<file path="src/rtl/alu_pkg.sv">
// Shared types and constants for the ALU core and its bench.
package alu_pkg;

    typedef enum logic [2:0] {
        OP_NO  = 3'b000,
        OP_ADD = 3'b001,
        OP_AND = 3'b010,
        OP_XOR = 3'b011,
        OP_MUL = 3'b100,
        OP_RST = 3'b111
    } operation_t;

    typedef enum logic [1:0] {
        IDLE = 2'd0,
        EXEC = 2'd1,
        MUL  = 2'd2
    } state_t;

    localparam int          MUL_STEPS = 8;
    localparam logic [2:0]  MUL_LAST  = 3'(MUL_STEPS - 1);

    // Single-cycle ops; the add keeps its carry in bit 8.
    function automatic logic [15:0] alu_logic(input logic [2:0] op,
                                              input logic [7:0] a,
                                              input logic [7:0] b);
        logic [15:0] r;
        case (op)
            OP_ADD:  r = {7'b000_0000, ({1'b0, a} + {1'b0, b})};
            OP_AND:  r = {8'h00, a & b};
            OP_XOR:  r = {8'h00, a ^ b};
            default: r = 16'h0000;
        endcase
        return r;
    endfunction

endpackage

</file>
<file path="src/rtl/alu_if.sv">
// Operand/opcode/start request bus and the result/done/busy response.
interface alu_if;
    logic [7:0]  A;
    logic [7:0]  B;
    logic [2:0]  op;
    logic        start;
    logic        done;
    logic [15:0] result;
    logic        busy;

    modport master (output A, B, op, start, input done, result, busy);
    modport slave  (input A, B, op, start, output done, result, busy);
endinterface

</file>
<file path="src/rtl/alu_mult_seq.sv">
// Iterative 8-step shift-add multiplier; product shows the value after the current step.
module alu_mult_seq
    import alu_pkg::*;
(
    input  logic        clk,
    input  logic        reset,
    input  logic        load,
    input  logic [7:0]  a,
    input  logic [7:0]  b,
    output logic        busy,
    output logic        last,
    output logic [15:0] product
);

    logic [15:0] mcand_q;
    logic [15:0] acc_q;
    logic [7:0]  mplier_q;
    logic [2:0]  cnt_q;
    logic        busy_q;
    logic [15:0] acc_step_s;

    // Accumulator value once the current multiplier bit is applied.
    always_comb begin
        acc_step_s = acc_q;
        if (mplier_q[0]) begin
            acc_step_s = acc_q + mcand_q;
        end else begin
            acc_step_s = acc_q;
        end
    end

    // Datapath registers: load captures operands, each busy edge performs one step.
    always_ff @(posedge clk) begin
        if (reset) begin
            mcand_q  <= 16'h0000;
            acc_q    <= 16'h0000;
            mplier_q <= 8'h00;
            cnt_q    <= 3'd0;
            busy_q   <= 1'b0;
        end else if (load) begin
            mcand_q  <= {8'h00, a};
            acc_q    <= 16'h0000;
            mplier_q <= b;
            cnt_q    <= 3'd0;
            busy_q   <= 1'b1;
        end else if (busy_q) begin
            acc_q    <= acc_step_s;
            mcand_q  <= {mcand_q[14:0], 1'b0};
            mplier_q <= {1'b0, mplier_q[7:1]};
            cnt_q    <= cnt_q + 3'd1;
            busy_q   <= (cnt_q != MUL_LAST);
        end else begin
            busy_q   <= 1'b0;
        end
    end

    assign busy    = busy_q;
    assign last    = busy_q && (cnt_q == MUL_LAST);
    assign product = acc_step_s;

endmodule

</file>
<file path="src/rtl/alu_core.sv">
// Registered 8-bit ALU: edge-triggered accept, 1-cycle logic/add, 8-cycle multiply.
module alu_core
    import alu_pkg::*;
(
    input  logic clk,
    input  logic reset,
    alu_if.slave bus
);

    state_t      state_q, state_d;
    logic        start_q;
    logic [7:0]  a_q, b_q;
    logic [2:0]  op_q;
    logic [15:0] result_q, result_d;
    logic        done_q, done_d;
    logic        busy_q;
    logic        accept_s;
    logic        load_s;
    logic        last_s;
    logic        mult_busy_s;
    logic [15:0] product_s;

    assign accept_s = bus.start && !start_q && (state_q == IDLE);

    alu_mult_seq u_mult (
        .clk     (clk),
        .reset   (reset),
        .load    (load_s),
        .a       (bus.A),
        .b       (bus.B),
        .busy    (mult_busy_s),
        .last    (last_s),
        .product (product_s)
    );

    // Next-state, result update and done generation.
    always_comb begin
        state_d  = state_q;
        result_d = result_q;
        done_d   = 1'b0;
        load_s   = 1'b0;
        case (state_q)
            IDLE: begin
                if (accept_s) begin
                    case (bus.op)
                        OP_ADD, OP_AND, OP_XOR: state_d = EXEC;
                        OP_MUL: begin
                            state_d = MUL;
                            load_s  = 1'b1;
                        end
                        OP_RST:  result_d = 16'h0000;
                        default: state_d  = IDLE;
                    endcase
                end else begin
                    state_d = IDLE;
                end
            end
            EXEC: begin
                result_d = alu_logic(op_q, a_q, b_q);
                done_d   = 1'b1;
                state_d  = IDLE;
            end
            MUL: begin
                if (last_s) begin
                    result_d = product_s;
                    done_d   = 1'b1;
                    state_d  = IDLE;
                end else if (!mult_busy_s) begin
                    // Multiplier lost its run without finishing: drop back silently.
                    state_d = IDLE;
                end else begin
                    state_d = MUL;
                end
            end
            default: state_d = IDLE;
        endcase
    end

    // State, start history, operand capture and registered outputs.
    always_ff @(posedge clk) begin
        if (reset) begin
            state_q  <= IDLE;
            start_q  <= 1'b1;
            a_q      <= 8'h00;
            b_q      <= 8'h00;
            op_q     <= 3'b000;
            result_q <= 16'h0000;
            done_q   <= 1'b0;
            busy_q   <= 1'b0;
        end else begin
            state_q  <= state_d;
            start_q  <= bus.start;
            result_q <= result_d;
            done_q   <= done_d;
            busy_q   <= (state_d != IDLE);
            if (accept_s) begin
                a_q  <= bus.A;
                b_q  <= bus.B;
                op_q <= bus.op;
            end else begin
                op_q <= op_q;
            end
        end
    end

    assign bus.done   = done_q;
    assign bus.result = result_q;
    assign bus.busy   = busy_q;

endmodule
</file>
<file path="src/flat_wrapper.sv">
// flat-port wrapper written by rule: the top's interface ports become plain ports
module alu_core_flat import alu_pkg::*;
  (clk, reset, bus_A, bus_B, bus_op, bus_start, bus_done, bus_result, bus_busy);
  alu_if bus_i ();
  input  logic clk;
  input  logic reset;
  input wire logic [$bits(bus_i.A)-1:0] bus_A;
  input wire logic [$bits(bus_i.B)-1:0] bus_B;
  input wire logic [$bits(bus_i.op)-1:0] bus_op;
  input wire logic [$bits(bus_i.start)-1:0] bus_start;
  output wire logic [$bits(bus_i.done)-1:0] bus_done;
  output wire logic [$bits(bus_i.result)-1:0] bus_result;
  output wire logic [$bits(bus_i.busy)-1:0] bus_busy;
  assign bus_i.A = bus_A;
  assign bus_i.B = bus_B;
  assign bus_i.op = bus_op;
  assign bus_i.start = bus_start;
  assign bus_done = bus_i.done;
  assign bus_result = bus_i.result;
  assign bus_busy = bus_i.busy;
  alu_core u_core (.clk(clk), .reset(reset), .bus(bus_i));
endmodule
</file>
<file path="config.mk">
export PLATFORM = sky130hd
export DESIGN_NAME = alu_core_flat
export DESIGN_NICKNAME = d
export VERILOG_FILES = /design/src/rtl/alu_pkg.sv /design/src/rtl/alu_if.sv /design/src/rtl/alu_mult_seq.sv /design/src/rtl/alu_core.sv /design/src/flat_wrapper.sv
export SDC_FILE = /design/constraint.sdc
export NUM_CORES = 1
export LEC_CHECK = 0
export BUFFER_PORTS_ARGS = -buffer_cell sky130_fd_sc_hd__buf_4
export CAP_MARGIN = 0
export CELL_PAD_IN_SITES_DETAIL_PLACEMENT = 0
export CELL_PAD_IN_SITES_GLOBAL_PLACEMENT = 2
export CORE_MARGIN = 10
export CORE_UTILIZATION = 35
export CTS_BUF_LIST = sky130_fd_sc_hd__clkbuf_8
export DETAILED_ROUTE_END_ITERATION = 12
export PLACE_DENSITY_LB_ADDON = 0.25
export SETUP_SLACK_MARGIN = 0.5
export SLEW_MARGIN = 25
export SYNTH_ARGS = -nofsm -noshare
export SYNTH_HDL_FRONTEND = slang
export SYNTH_SLANG_ARGS = --single-unit
</file>
<file path="constraint.sdc">
create_clock -name clk -period 2.9 [get_ports clk]
set_clock_uncertainty 0.05 [all_clocks]
set_input_delay 0.58 -clock clk [delete_from_list [all_inputs] [get_ports clk]]
set_output_delay 0.58 -clock clk [all_outputs]
set_load 0.005 [all_outputs]
</file>
Word level (Yosys, flattened, before mapping)

Cells that the tools add are included.

Bits of input ports: 22
Word-level logic and storage cells: 67
Flip-flop bits (word level): 84
Output and inout bits: 18
Latch bits: 0
Bits in writable memories: 0
Memories kept: 0
Bits in read-only memories: 0

Multipliers: 0
$add $sub $neg: 3
Bitwise operators: 2
Divide/modulo/power cells: 0
Muxes and demuxes: 22
Reduce and logical (&&, ||, !) cells: 11
Equal/unequal tests: 15
Shift operators: 0
$lt $le $gt $ge: 0

Operators by type and width:

| kind                                                 | number |
|---|---|
| two-way mux 16 bit                                   | 4 |
| one-hot mux 16 bit (3 select lines)                  | 1 |
| two-way mux 8 bit                                    | 4 |
| one-hot mux 9 bit (3 select lines)                   | 1 |
| adder 16 bit                                         | 1 |
| equality test 3 x 2 -> 1 bit (second input constant) | 4 |
| adder 8 x 8 -> 9 bit                                 | 1 |
| equality test 3 bit (second input constant)          | 3 |
| AND 8 bit                                            | 1 |
| bitwise XOR 8 bit                                    | 1 |
| equality test 3 x 1 -> 1 bit (second input constant) | 2 |
| two-way mux 1 bit                                    | 6 |
| two-way mux 2 bit                                    | 3 |
| one-hot mux 2 bit (3 select lines)                   | 1 |
| != test 2 x 1 -> 1 bit (second input constant)       | 2 |
| one-hot mux 2 bit (2 select lines)                   | 1 |
| AND reduction 4 bit                                  | 1 |
| nonzero test 2 bit                                   | 2 |
| adder 3 x 1 -> 3 bit (second input constant)         | 1 |
| logical AND 1 bit                                    | 3 |
| != test 3 bit (second input constant)                | 1 |
| nonzero test 3 bit                                   | 1 |
| OR reduction 3 bit                                   | 1 |
| equality test 2 x 1 -> 1 bit (second input constant) | 1 |
| 6 further kinds                                      | 6 |

Logic depth before layout (Yosys ltp)

Depth in word-level cells: 6
Depth in mapped cells: 9
Mapped depth without buffers: 9

Hierarchy

From an unflattened synthesis, not the netlist that was laid out.

Cell total of the unflattened synthesis: 583
Area, all modules: 4842.1 µm²

By module, submodules not included:

| module       | instances | cells each | area each (µm²) | seq. area each (µm²) |
|---|---|---|---|---|
| alu_mult_seq | 1         | 317        | 2673.8          | 880.8 |
| alu_core     | 1         | 266        | 2168.3          | 800.8 |

Worst setup path after synthesis

OpenSTA, ideal clock, no wires.

Path type: reg2reg
Start: register u_core.b_q[0]
End: register u_core.result_q[6], in the netlist u_core.bus.result[6]
Stages on the path, launching flop included: 10
Data arrival time: 2044 ps
Required time: 2721 ps
Path slack: 677 ps
Cell sequence: dfxtp_1 ha_1 inv_1 fa_1 nor2b_1 o2111a_1 a2111oi_2 mux2_1 a22oi_1 o22ai_1

Cells in the longest elaborated chain, start to end: 3

Ends and longest elaborated chain:

| element                             | line           | text |
|---|---|---|
| from (decl)                         | alu_core.sv:12 | `logic [7:0] a_q, b_q;` |
| from (signal assigned)              | alu_core.sv:98 | `b_q <= bus.B;` |
| adder 8 x 8 -> 9 bit                | alu_pkg.sv:28  | `OP_ADD: r = {7'b000_0000, ({1'b0, a} + {1'b0, b})};` |
| one-hot mux 9 bit (3 select lines)  | alu_pkg.sv:27  | `case (op)` |
| one-hot mux 16 bit (3 select lines) | alu_core.sv:42 | `case (state_q)` |
| to (signal assigned)                | alu_core.sv:93 | `result_q <= result_d;` |
| to (decl)                           | alu_core.sv:14 | `logic [15:0] result_q, result_d;` |

Every way passes these cells.
A chain may end at the register's enable or synchronous reset.

Worst setup path in the final report

Start: register u_core.u_mult.acc_q[12]
End: register u_core.result_q[15], in the netlist u_core.bus.result[15]

Cells in the longest elaborated chain, start to end: 4

Ends and longest elaborated chain:

| element                             | line               | text |
|---|---|---|
| from (decl)                         | alu_mult_seq.sv:16 | `logic [15:0] acc_q;` |
| from (signal assigned)              | alu_mult_seq.sv:47 | `acc_q <= acc_step_s;` |
| adder 16 bit                        | alu_mult_seq.sv:26 | `acc_step_s = acc_q + mcand_q;` |
| two-way mux 16 bit                  | alu_mult_seq.sv:25 | `if (mplier_q[0]) begin` |
| two-way mux 16 bit                  | alu_core.sv:64     | `if (last_s) begin` |
| one-hot mux 16 bit (3 select lines) | alu_core.sv:42     |  |

Every way passes these cells. The select of a mux whose other input is x is not followed.

==> qor.txt <==
status = finished, final reports clean
placer congestion estimate = 0.8438
synthesized area = 4823 um^2
register area share after synthesis = 34.86%
post-route setup TNS = 0 ps
worst-margin pin slew = 697.4 ps
Worst Hold Margin = 367.2 ps
std cell rows = 42
crit start category = flip-flop
maximum VDD drop = 267.5 uV
Final Max Slew Viols = 0
CP Launch Point = u_core.u_mult.acc_q[12]$_SDFFE_PP0P_
adder-cell share of the synthesized area = 8.353%
Hold Startpoint = bus_start
post-synthesis compound-gate area fraction = 22.52%
Clock Path Buffers = 2
Avg WL per Cell = 17.26 um
antenna violations before repair = 0
Filler cells = 1386
share of layout cells above drive strength 1 = 16.31%
Port Buffers = 39
worst hold path type = in -> reg
Skew-Pair Late Insertion Delay = 370 ps
RSZ-0062 raised after global routing = true
Worst Path Max Fanout = 10
post-synthesis register bit count = 84
simple-gate area share of the yosys netlist = 20.10%
Slew HR = 53.44%
first-pass GRT wire length = 22390 um
Die X = 137.4 um
final WL = 13620 um
Final HPWL DP = 10190 um
via count = 4213
Worst EP arrival = 2560 ps
First-pass DRT Iterations = 4
mux share of post-synthesis cell area = 8.482%
GRT Total Usage = 15.01%
final period utilization = 81.34%
Clock Pin Slew Worst Setup and Hold Paths = 80 ps
DRT antenna net count = 0
Die ar. = 18880 um^2
Worst R2R Start = u_core.u_mult.acc_q[12]$_SDFFE_PP0P_
largest net degree at the start of global routing = 55
Reg area = 1683 um^2
IO Count = 40
Core Area = 13350 um^2
largest family of logic cells by synthesized area = compound AO/OA/AOI/OAI gates
number of buffers created by CTS = 9
H-tree depth = 3
min cycle time layout = 2359 ps
Syn Area/Cell = 8.403 um^2
leakage power = 0.002091 uW
die height = 137.4 um
n_diodes = 0
Highest Clock Rate = 0.4240 GHz
Area growth, synth to finish = 14.84%
Vias/cell = 5.340
TritonCTS clock tree = done
Crit Path Class = reg -> reg
P per Cell Area = 368.1 nW/um^2
Nets = 662
total number of yosys warnings = 0
vias in the first global route = 4180
Final setup viols = 0
top-area cell type share of the netlist area = 34.86%
# DRC = 0
largest cells by area after synthesis = dfxtp_1, ha_1, mux2i_1, nand2_1, nor2_1
CP Capture Type = flip-flop
dpl ws = 392.8 ps
Post-CTS Hold Fix Bufs = 0
Setup WS post-layout = 541.3 ps
MaxCap Viol Count = 0
clock root cell = clkbuf_8
Post-Synth XOR/XNOR Area = 1.997%
number of synthesized flops with an enable pin = 0
Hold Violations, Final = 0
Synth cell types = 67
total grt overflow = 0
# clock sinks = 84
Yosys top cell by area = dfxtp_1
DR iter-0 viols = 209
multi-input logic area = 3032 um^2
Post-Syn Nets = 627
asr flop ratio synth = 0%
Main synth FF type = dfxtp_1
critical path data required time = 3100 ps
Cells after Synth = 574
starting density of the core = 36.14%
synthesized netlist by cell type, types with 5 or more instances:
library cell  number
mux2i_1           33
nor3_1             8
xnor2_1            6
a21oi_1           47
clkbuf_1          23
mux2_2             6
nand3b_1          10
nand3_1           16
nand2b_1           5
a21o_1            11
ha_1              29
nor2b_1            6
a22o_1             5
o21ai_1            6
nor2_1            63
a22oi_1            8
nand2_1           66
o21ai_0           15
xor2_1             5
nor3b_1            5
o21a_1             8
dfxtp_1           84
inv_1             10
a211oi_1          23
metal layers:
metal	vias to the layer above	share of wire, %	GRT usage [%]
met2	57	45	23.68
met1	1983	48	19.19
li1	2155	-	-
met3	18	3.9	3.897
met4	0	2.1	5.679
met5	-	0	0
cell usage in the layout (no fill, tap or decap), types with 3 or more instances in the layout:
cell      synthesis  final
mux2i_1          33     33
o211ai_1          3      3
o22ai_1           4      4
nor3b_1           5      5
o21ai_1           6      6
nor2b_1           6      6
clkbuf_8          1      9
o21ai_0          15     15
xnor2_1           6      6
nor3_1            8      8
buf_4             0     55
and3_1            4      4
nand4_1           4      4
mux2_2            6      6
nand2b_1          5      5
ha_1             29     26
clkinv_2          0      3
dfxtp_1          84     83
nand3b_1         10     10
xor2_1            5      5
a22oi_1           8      7
nor2_1           63     63
inv_1            10     13
a211oi_1         23     23
nand3_1          16     16
a21oi_1          47     43
nor4_1            3      3
o21a_1            8      8
nand2_1          66     65
a21o_1           11     11
ha_2              0      3
a31oi_1           4      3
a21oi_2           1      5
a221oi_1          3      3
a211o_1           4      4
a22o_1            5      5
cells by family after synthesis:
family	count (synthesis)
and+or+nand+nor	205
buffers and inverters	42
xor gates and xnor gates	11
muxes	40
DFF	84
AOI/OAI and AO/OA	161
adders and majority gates	31
power by group:
part           switching, uW  total [uW]  internal, uW
combinational           85.8         147          61.1
clock                    420         712           293
sequential              13.6        1180          1170
total                    519        2040          1520
metrics by stage:
| step | utilization, % | instances | total power, uW | area, um^2 |
|---|---|---|---|---|
| floorplan | - | 574 | 1288 | 4823 |
| global placement | 39.75 | 772 | 1351 | 5306 |
| detailed placement | 39.75 | 772 | 1351 | 5306 |
| CTS | 41.12 | 787 | 2073 | 5489 |
| global route | 41.50 | 789 | 2125 | 5539 |
| finish | 41.50 | 789 | 2039 | 5539 |
area by class of cell:
class | count | area share, %
Clock buffer | 9 | 2.236
Clock inverter | 6 | 0.4744
Sequential cell | 84 | 30.38
Timing Repair Buffer | 55 | 7.454
Multi-Input combinational cell | 448 | 54.73
Inverter | 11 | 0.7454
Tap cell | 176 | 3.976
sequential cells by signal (all words and copies together) (netlist names), 2 cells and up:
signal / count
u_core.a_q: 8
u_core.u_mult.mplier_q: 8
u_core.bus.result: 16
u_core.u_mult.acc_q: 16
u_core.b_q: 8
u_core.u_mult.mcand_q: 16
u_core.state_q: 2
u_core.op_q: 3
u_core.u_mult.cnt_q: 3
final timing paths:
| kind | end | slack [ps] | cells after the start |
|---|---|---|---|
| setup / recovery | u_core.bus.result[15]$_SDFFE_PP0P_ | 540 | 7 |
| hold reg to reg | u_core.bus.result[3]$_SDFFE_PP0P_ | 410 | 2 |
| setup reg to reg | u_core.bus.result[15]$_SDFFE_PP0P_ | 540 | 7 |
| hold / removal | u_core.start_q$_SDFF_PP1_ | 370 | 2 |
repair_timing:
| item | 4_1_cts | 5_1_grt |
|---|---|---|
| setup buffers | 0 | 2 |
| gates resized for setup | 7 | 9 |
| endpoints found under the setup margin | 6 | 7 |
| pin swaps | 0 | 4 |
| endpoints found under the hold margin | 0 | 0 |
worst max-delay path: stages, from the launching register on:
cell and delay (ps):
dfxtp_1 370, ha_2 340, a21o_1 190, a21o_1 170, a221o_2 460, or2_0 260
a2111oi_2 320, nand2_1 80
Power figures use the tool's default switching activity.
